==> src/rtl/td4_sequencer.sv <==
// rtl/td4_sequencer.sv - TD4 fetch/execute sequencer: PC, carry flag, instruction latch, write strobes
// Optional halt-on-self-jump is built when SEQ_HALT_DETECT_EN is defined.

module td4_sequencer #(
    parameter int ADDR_W = 4
) (
    input  logic              CLK,
    input  logic              RESET,
    input  logic              RUN,
    input  logic              STEP,
    input  logic [7:0]        ROM_DATA,
    input  logic [3:0]        LOAD_N,
    input  logic [3:0]        ALU_RESULT,
    input  logic              CARRY_IN,
    output logic [ADDR_W-1:0] ROM_ADDR,
    output logic [3:0]        OPERATION,
    output logic [3:0]        IMM,
    output logic              CARRY_FLAG,
    output logic [2:0]        REG_WE,
    output logic              BUSY,
    output logic              HALTED,
    output logic              INSTR_DONE
);

`ifdef SEQ_HALT_DETECT_EN
    typedef enum logic [1:0] {
        IDLE  = 2'd0,
        FETCH = 2'd1,
        EXEC  = 2'd2,
        HALT  = 2'd3
    } state_t;
`else
    typedef enum logic [1:0] {
        IDLE  = 2'd0,
        FETCH = 2'd1,
        EXEC  = 2'd2
    } state_t;
`endif

    localparam logic [ADDR_W-1:0] PC_ONE = ADDR_W'(1);

    state_t            state;
    state_t            state_nxt;
    logic [ADDR_W-1:0] pc;
    logic [ADDR_W-1:0] jump_target;
    logic              step_prev;
    logic              step_edge;

    assign jump_target = ADDR_W'(ALU_RESULT);
    assign step_edge   = STEP & ~step_prev;
    assign ROM_ADDR    = pc;

`ifdef SEQ_HALT_DETECT_EN
    logic halt_hit;
    assign halt_hit = ~LOAD_N[3] && (jump_target == pc);
`endif

    always_ff @(posedge CLK) begin
        if (RESET) begin
            state      <= IDLE;
            pc         <= '0;
            OPERATION  <= 4'd0;
            IMM        <= 4'd0;
            CARRY_FLAG <= 1'b0;
            step_prev  <= 1'b0;
        end else begin
            state     <= state_nxt;
            step_prev <= STEP;
            if (state == FETCH) begin
                OPERATION <= ROM_DATA[7:4];
                IMM       <= ROM_DATA[3:0];
            end
            // Carry is refreshed by every instruction, so a conditional jump sees the previous one's carry.
            if (state == EXEC) begin
                CARRY_FLAG <= CARRY_IN;
                pc         <= LOAD_N[3] ? (pc + PC_ONE) : jump_target;
            end
        end
    end

    always_comb begin
        state_nxt  = state;
        REG_WE     = 3'b000;
        BUSY       = 1'b0;
        HALTED     = 1'b0;
        INSTR_DONE = 1'b0;
        case (state)
            IDLE: begin
                if (RUN || step_edge) begin
                    state_nxt = FETCH;
                end
            end
            FETCH: begin
                BUSY      = 1'b1;
                state_nxt = EXEC;
            end
            EXEC: begin
                BUSY       = 1'b1;
                INSTR_DONE = 1'b1;
                // A reset arriving mid-instruction must not leak a register write.
                if (!RESET) begin
                    REG_WE = ~LOAD_N[2:0];
                end
`ifdef SEQ_HALT_DETECT_EN
                if (halt_hit) begin
                    state_nxt = HALT;
                end else if (RUN) begin
                    state_nxt = FETCH;
                end else begin
                    state_nxt = IDLE;
                end
`else
                state_nxt = RUN ? FETCH : IDLE;
`endif
            end
`ifdef SEQ_HALT_DETECT_EN
            HALT: begin
                HALTED = 1'b1;
            end
`endif
            default: begin
                state_nxt = IDLE;
            end
        endcase
    end

endmodule

==> config.mk <==
export PLATFORM = sky130hd
export DESIGN_NAME = td4_sequencer
export DESIGN_NICKNAME = d
export VERILOG_FILES = /design/src/rtl/td4_sequencer.sv
export SDC_FILE = /design/constraint.sdc
export NUM_CORES = 1
export LEC_CHECK = 0
export ABC_AREA = 1
export CORE_AREA = 4 4 48 50
export CTS_BUF_LIST = sky130_fd_sc_hd__clkbuf_4
export DETAILED_ROUTE_END_ITERATION = 12
export DIE_AREA = 0 0 52 54
export PLACE_DENSITY = 0.81
export REMOVE_ABC_BUFFERS = 1
export SLEW_MARGIN = 30
export SYNTH_ARGS = -nofsm -noshare
export SYNTH_HDL_FRONTEND = slang
export SYNTH_SLANG_ARGS = --single-unit
==> constraint.sdc <==
create_clock -name CLK -period 2.15 [get_ports CLK]
set_clock_uncertainty 0.05 [all_clocks]
set_input_delay 0.645 -clock CLK [delete_from_list [all_inputs] [get_ports CLK]]
set_output_delay 0.645 -clock CLK [all_outputs]
set_load 0.005 [all_outputs]
Yosys cells after proc, flatten, opt, wreduce, memory -nomap -nowiden
Index checks and enable logic that the tools add are counted.
{"block": "word_totals", "register_bits": 16, "in_bits": 21, "output_inout_bits": 19}
{"block": "classes", "n_bitwise": 3, "muxes": 8, "eq_ne": 3, "n_reduce_logical": 3, "add_sub_neg": 1}
{"operator": "$mux 3", "n": 2}
{"operator": "$pmux 2 s3", "n": 1}
{"operator": "$add 4x1->4 const B", "n": 1}
{"operator": "$mux 4", "n": 1}
{"operator": "$mux 1", "n": 3}
{"operator": "$not 3->3", "n": 1}
{"operator": "$eq 2x1->1 const B", "n": 1}
{"operator": "$eq 2x2->1 const B", "n": 1}
{"operator": "$logic_not 2->1", "n": 1}
{"operator": "$mux 2", "n": 1}
{"operator": "$ne 2x2->1 const B", "n": 1}
{"operator": "$reduce_or 2->1", "n": 1}
{"operator": "$and 1x1->1", "n": 1}
{"operator": "$logic_or 1x1->1", "n": 1}
{"operator": "$not 1->1", "n": 1}

Depth between registers and ports, before layout
Gate-level depths: netlist of run 1.
{"block": "depth", "word_depth": 5, "depth_mapped": 8, "ltp_nobuf": 8}

Worst setup path after synthesis of run 1
Ideal clock, no wire load.
{"block": "synth_timing", "path_type": "register to output", "from": "register state[0]", "to": "output REG_WE[0]", "arrival_ns": 1.018, "required_ns": 1.455, "path_slack_ns": 0.437, "path_stages_with_launch": 7, "path_cell_list": "dfxtp_1 inv_1 ha_1 inv_2 nor2_2 inv_1 nor2_1"}
{"block": "synth_via", "elab_chain_cells": 2}
{"item": "from (decl)", "line": "42", "source": "state_t state;"}
{"item": "from (signal assigned)", "line": "67", "source": "state <= state_nxt;"}
{"item": "$eq 2x2->1", "line": "87", "source": "case (state)"}
{"item": "$mux 3", "line": "87"}
{"item": "to (decl)", "line": "19", "source": "output logic [2:0] REG_WE,"}
Every way passes these cells.

Worst setup path in the final report of run 1
{"block": "layout_timing", "from": "input LOAD_N[1]", "to": "output REG_WE[1]"}
{"block": "layout_via", "elab_chain_cells": 3}
{"item": "from (decl)", "line": "12", "source": "input logic [3:0] LOAD_N,"}
{"item": "$not 3->3", "line": "102", "source": "REG_WE = ~LOAD_N[2:0];"}
{"item": "$mux 3", "line": "101", "source": "if (!RESET) begin"}
{"item": "$mux 3", "line": "87"}
Every way passes these cells.

==> results of run 1 <==
[synthesized netlist by cell type (2+ instances only)]
| master | instances | area share (%) |
|---|---|---|
| sky130_fd_sc_hd__ha_1 | 6 | 10 |
| sky130_fd_sc_hd__o21ai_1 | 2 | 1.3 |
| sky130_fd_sc_hd__nor2_1 | 26 | 13 |
| sky130_fd_sc_hd__o21ai_0 | 13 | 8.8 |
| sky130_fd_sc_hd__nand3_1 | 3 | 2.0 |
| sky130_fd_sc_hd__inv_1 | 12 | 6.1 |
| sky130_fd_sc_hd__a21oi_1 | 6 | 4.0 |
| sky130_fd_sc_hd__nand2_1 | 10 | 5.1 |
| sky130_fd_sc_hd__dfxtp_1 | 16 | 43 |
[through the flow]
stage | total power [mW] | std cells | setup TNS, ns | cell area [um^2] | setup slack (ns)
after global placement | 0.6812 | 168 | -1.154 | 1167 | -0.3853
after global routing | 0.8999 | 173 | -0.008611 | 1205 | -0.008611
final | 0.8388 | 173 | 0 | 1205 | 0.05825
after floorplan | 0.5050 | 100 | 0 | 730.7 | 0.4370
after detailed placement | 0.6892 | 168 | -1.276 | 1167 | -0.4505
after CTS | 0.8444 | 173 | 0 | 1200 | 0.01165
[state kept, by name, indices dropped and copies added, names as in the netlist]
register,flops
state,2
CARRY_FLAG,1
IMM,4
OPERATION,4
ROM_ADDR,4
step_prev,1
[worst max-delay path: stages]
cell and delay, ns:
sky130_fd_sc_hd__clkdlybuf4s50_1 0.47, sky130_fd_sc_hd__nor2_2 0.03, sky130_fd_sc_hd__dlygate4sd2_1 0.25
[routing by layer]
layer | wire length [um] | vias to the layer above | global-route usage (%)
li1 | - | 411 | -
met1 | 771 | 352 | 15.81
met4 | 34 | 0 | 7.860
met3 | 133 | 4 | 2.493
met5 | 0 | - | 0
met2 | 928 | 23 | 26.36
[cells by family after synthesis]
logic type	Yosys count	share of synthesized area (%)
AND/OR/NAND/NOR	42	22.73
AO/OA/AOI/OAI	22	15.32
flip-flops	16	43.10
buffers and inverters	15	8.248
adder cells (fa/ha/maj)	6	10.10
other	1	0.5046
[timing repair]
item / CTS / global route
cloned: 0 / 0
resized for setup: 10 / 7
setup buffers: 1 / 0
endpoints found under the setup margin: 5 / 3
pin swaps: 1 / 2
[layout make-up]
class / count / area (um^2)
clock buffers: 3 / 22.52
repair buffers: 42 / 401.6
well taps: 27 / 33.78
flip-flops and latches: 16 / 322.8
clock inverters: 1 / 3.754
inverters: 13 / 48.80
fillers: 165 / 696.9
multi-input cells: 71 / 371.6
[final timing paths]
| kind | to | startpoint | slack, ns |
|---|---|---|---|
| max | REG_WE[1] | LOAD_N[1] | 0.06 |
| min | ROM_ADDR[3] | ROM_ADDR[3] | 0.44 |
| max reg2reg | IMM[1] | state[0] | 0.87 |
| min reg2reg | ROM_ADDR[3] | ROM_ADDR[3] | 0.44 |
[power breakdown]
part	leakage [nW]	total, mW	switching, mW	internal (mW)
logic	0.393	0.303	0.131	0.172
registers	0.132	0.378	0.0307	0.348
clock network	0.0154	0.157	0.0901	0.0673
total	0.541	0.839	0.252	0.587
==> metrics.txt, run 1 <==
run status=completed; main flop type after synthesis=sky130_fd_sc_hd__dfxtp_1; final-stage net count=174; mapped cell area=around 740 um^2; PortBufs=38; async set or reset register ratio after synthesis=0%; number of design-rule violations left by the first detailed-router iteration=12; total wirelength of the detailed-routed design=1867 um; # DRC=0; Critical Setup Path Class=primary input to output pin; maximum clock frequency=0.4781 GHz; max-cap check violation count=0; GR Util All Layers=14.44%; antenna-violating nets left=0; Clock Latency Late Sink=0.28 ns; number of hold violations in the final report=0; number of enable flip-flop cells after synthesis=0; per-cell routed wire length=approximately 11 um; number of global-route vias before repair=733; clk sink count=16; hold-critical path depth=2; most common library cell in the layout ignoring fill and taps=sky130_fd_sc_hd__clkdlybuf4s50_1; total number of vias=790; detailed-router iteration count before antenna repair=4; Worst Setup End Kind=output pin; Warnings, synthesis=0; deepest clock path buffer count=2; Boundary Pins=40; final slew viol count=0; die area=approximately 0.0028 mm^2; effective utilization at floorplan=39.08%; worst reg-to-reg path cell count=5; synth-to-layout area growth=62.12%; CTS tree=done; die extent in x=roughly 52 um; Worst-path clk slew=~0.08 ns; CTS Hold Buffers Added=0; fin crit period=2.092 ns; number of storage elements in the synthesis netlist=16; Worst EP arrival=1.40 ns; Routability Congestion=0.7890; proportion of layout cells with a drive suffix above 1=11.64%; residual overflow from global routing=0; number of antenna violations at the first check in global routing=0; TritonCTS Buffers=3; final critical-path share of the clock period=97.29%; global-route wire length before repair=3063 um; VDD IR-drop max=0.4805 mV; number of H-tree branching levels=1; highest-count cells in the layout ignoring fill and taps=32 x sky130_fd_sc_hd__clkdlybuf4s50_1, 25 x sky130_fd_sc_hd__nor2_1, 14 x sky130_fd_sc_hd__dfxtp_1; peak fanout along the critical path=1; placed wire-length estimate after detailed placement=1486 um; type of the worst min-delay path=flop to flop; Req. time, crit path=1.45 ns; largest net degree at the start of global routing=15; worst hold slack=0.4448 ns; power density normalized to cell area=696.1 mW/mm^2; count of final setup violators=0; utilization after layout=between 60% and 70%; core area=0.001902 mm^2; post-synthesis sequential area ratio=43.10%; Via density=around 4.6; clk root buf=sky130_fd_sc_hd__clkbuf_4; final antenna diode count=0; number of cells produced by synthesis=102; startpoint kind of the worst setup timing path=primary input; standard-cell row count=16; synthesized area per cell=7.286 um^2; number of distinct library cell variants in the gate-level netlist after synthesis=17; Die H=approximately 54 um; leakage power=approximately 0.54 nW
No activity file was read; power rests on OpenSTA's default activity.
==> run 2, diff against run 1 <==
--- a/config.mk
+++ b/config.mk
@@ -6,11 +6,11 @@
 export NUM_CORES = 1
 export LEC_CHECK = 0
 export ABC_AREA = 1
-export CORE_AREA = 4 4 48 50
+export CORE_AREA = 4 4 54 44
 export CTS_BUF_LIST = sky130_fd_sc_hd__clkbuf_4
 export DETAILED_ROUTE_END_ITERATION = 12
-export DIE_AREA = 0 0 52 54
-export PLACE_DENSITY = 0.81
+export DIE_AREA = 0 0 58 48
+export PLACE_DENSITY = 0.82
 export REMOVE_ABC_BUFFERS = 1
 export SLEW_MARGIN = 30
 export SYNTH_ARGS = -nofsm -noshare
==> metrics.txt, run 2 (synthesis results as in run 1) <==
maximum clock frequency=0.4846 GHz (+1.4%); Worst EP arrival=1.37 ns (-0.03 ns); power after layout=0.8545 mW (+1.9%); terminus of the critical flop-to-flop path=IMM[2]; Buffers & Inverters on Critical Path=3 (+1); antenna-violating nets left=0 (unchanged); type of the worst min-delay path=flop to flop; FF-to-FF Start=state[0]; fin crit period=2.064 ns (-0.02824 ns); run status=completed; peak fanout along the critical path=3 (+2); Worst-path clk slew=0.09 ns (about the same); Clock Latency Late Sink=0.29 ns (about the same); sequence of cells on the critical path=dlygate4sd2_1 -> nor2_4 -> inv_2 -> nor2_2 -> clkdlybuf4s15_2; max-cap check violation count=0 (unchanged); clk sink count=16 (unchanged); die area=0.002784 mm^2 (-0.85%); Via density=4.747 (+4.0%); endpoint with the worst hold slack=ROM_ADDR[3]; final critical-path share of the clock period=95.98% (-1.3 points); residual overflow from global routing=0 (unchanged); number of H-tree branching levels=1 (unchanged); hold-critical path depth=2 (unchanged); worst setup slack before clock tree synthesis=-0.4135 ns (+0.03699 ns); # DRC=0 (unchanged); Req. time, crit path=1.45 ns (about the same); die extent in x=58 um (+12%); Clock power frac=18.9% (about the same); detailed-router iteration count before antenna repair=4 (unchanged); Storage cell area=321.6 um^2 (-0.39%); gate family responsible for the most delay along the worst path=buffers and inverters; clk root buf=sky130_fd_sc_hd__clkbuf_4; Worst Setup End Kind=output pin; relative contribution of sequential cells to total power=44.2% (-0.9 points); power density normalized to cell area=704.8 mW/mm^2 (+1.2%); effective utilization at floorplan=39.29% (+0.21 points); area taken by multi-input logic gates=381.6 um^2 (+2.7%); final antenna diode count=0 (unchanged); GR Util All Layers=15.33% (+0.88 points); Gate power share=36.9% (+0.8 points); deepest clock path buffer count=2 (unchanged); TritonCTS Buffers=3 (unchanged); per-cell routed wire length=11.67 um (+8.1%); Critical Setup Path Class=primary input to output pin; Die H=48 um (-11%); most common library cell in the layout ignoring fill and taps=sky130_fd_sc_hd__clkdlybuf4s50_1; Worst path max stage delay=0.27 ns (-0.20 ns); VDD IR-drop max=0.4133 mV (-14%); total number of vias=807 (+2.2%); number of antenna violations at the first check in global routing=0 (unchanged); worst reg-to-reg path cell count=5 (unchanged); Boundary Pins=40 (unchanged); count of final setup violators=0 (unchanged); global-route wire length before repair=3146 um (+2.7%); standard-cell row count=14 (-2); number of global-route vias before repair=744 (+1.5%); highest-count cells in the layout ignoring fill and taps=32 x sky130_fd_sc_hd__clkdlybuf4s50_1, 25 x sky130_fd_sc_hd__nor2_1, 15 x sky130_fd_sc_hd__dfxtp_1; number of hold violations in the final report=0 (unchanged); library cell contributing the largest single delay on the critical path=sky130_fd_sc_hd__dlygate4sd2_1; Routability Congestion=0.8405 (+6.5%); internal power=0.5891 mW (+0.35%); net switching power=0.2653 mW (+5.4%); fill cell total of the finished layout=165 (unchanged); proportion of layout cells with a drive suffix above 1=11.64% (unchanged); largest net degree at the start of global routing=15 (unchanged); final-stage net count=174 (unchanged); placed wire-length estimate after detailed placement=1532 um (+3.1%); startpoint kind of the worst setup timing path=primary input; least setup slack across all paths after layout=0.08649 ns (+0.02824 ns); number of design-rule violations left by the first detailed-router iteration=20 (+8); total wirelength of the detailed-routed design=1984 um (+6.3%); sw frac=31.05% (+1.0 points); final slew viol count=0 (unchanged); synth-to-layout area growth=63.13%; CTS tree=done; worst hold slack=0.4462 ns (+0.001367 ns); leakage power=0.5377 nW (-0.56%); startpoint of the most critical hold path=ROM_ADDR[3]; Reg2Reg Setup Slack=0.78 ns (-0.09 ns); core area=0.001892 mm^2 (-0.53%); PortBufs=38 (unchanged)
-- run 2: worst min-delay path, stage by stage (launching register included) --
cell and delay, ns:
sky130_fd_sc_hd__dfxtp_1 0.34, sky130_fd_sc_hd__nand2_1 0.07, sky130_fd_sc_hd__a21oi_1 0.05
-- run 2: worst max path at each step --
| stage | cells after the start | startpoint | slack (ns) | to |
|---|---|---|---|---|
| floorplan | 6 | state[0] | 0.44 | REG_WE[0] |
| global placement | 5 | RESET | -0.38 | REG_WE[2] |
| detailed placement | 5 | RESET | -0.41 | REG_WE[1] |
| CTS | 7 | state[0] | 0.02 | REG_WE[1] |
| global route | 7 | state[1] | -0.004 | REG_WE[0] |
| finish | 5 | RESET | 0.09 | REG_WE[1] |
-- run 2: timing repair --
item,4_1_cts,5_1_grt
gates resized for setup,14,5
pin swaps,1,3
hold buffers,0,0
hold endpoints to repair,0,0
buffers inserted,1,0
setup endpoints to repair,5,3
-- run 2: power groups by stage --
stage | clock, mW | sequential (mW) | combinational [mW]
after floorplan | 0 | 0.387 | 0.119
after global placement | 0 | 0.381 | 0.301
after CTS | 0.169 | 0.376 | 0.318
after global routing | 0.188 | 0.386 | 0.350
after detailed placement | 0 | 0.384 | 0.311
final | 0.161 | 0.378 | 0.315
-- run 2: through the flow --
step	cells	cell area, um^2	util [%]	setup TNS [ns]
final	170	1212	64.09	0
after floorplan	100	730.7	-	0
after detailed placement	165	1164	61.51	-1.212
after global placement	165	1164	61.51	-1.147
after CTS	170	1210	63.96	0
after global routing	170	1212	64.09	-0.004418
-- run 2: cell type report --
class                   instances  share of cell area (%)
repair buffers                 42                   33.33
multi-input cells              71                   31.48
flip-flops and latches         16                   26.52
inverters                      13                   4.025
well taps                      24                   2.477
clock buffers                   3                   1.858
clock inverters                 1                  0.3096
-- run 2: layer usage --
metal / GRT usage (%) / wire, um / vias up
li1: - / - / 416
met1: 17.01 / 861 / 355
met2: 26.80 / 890 / 31
met3: 4.313 / 184 / 5
met4: 9.722 / 48 / 0
met5: 0 / 0 / -
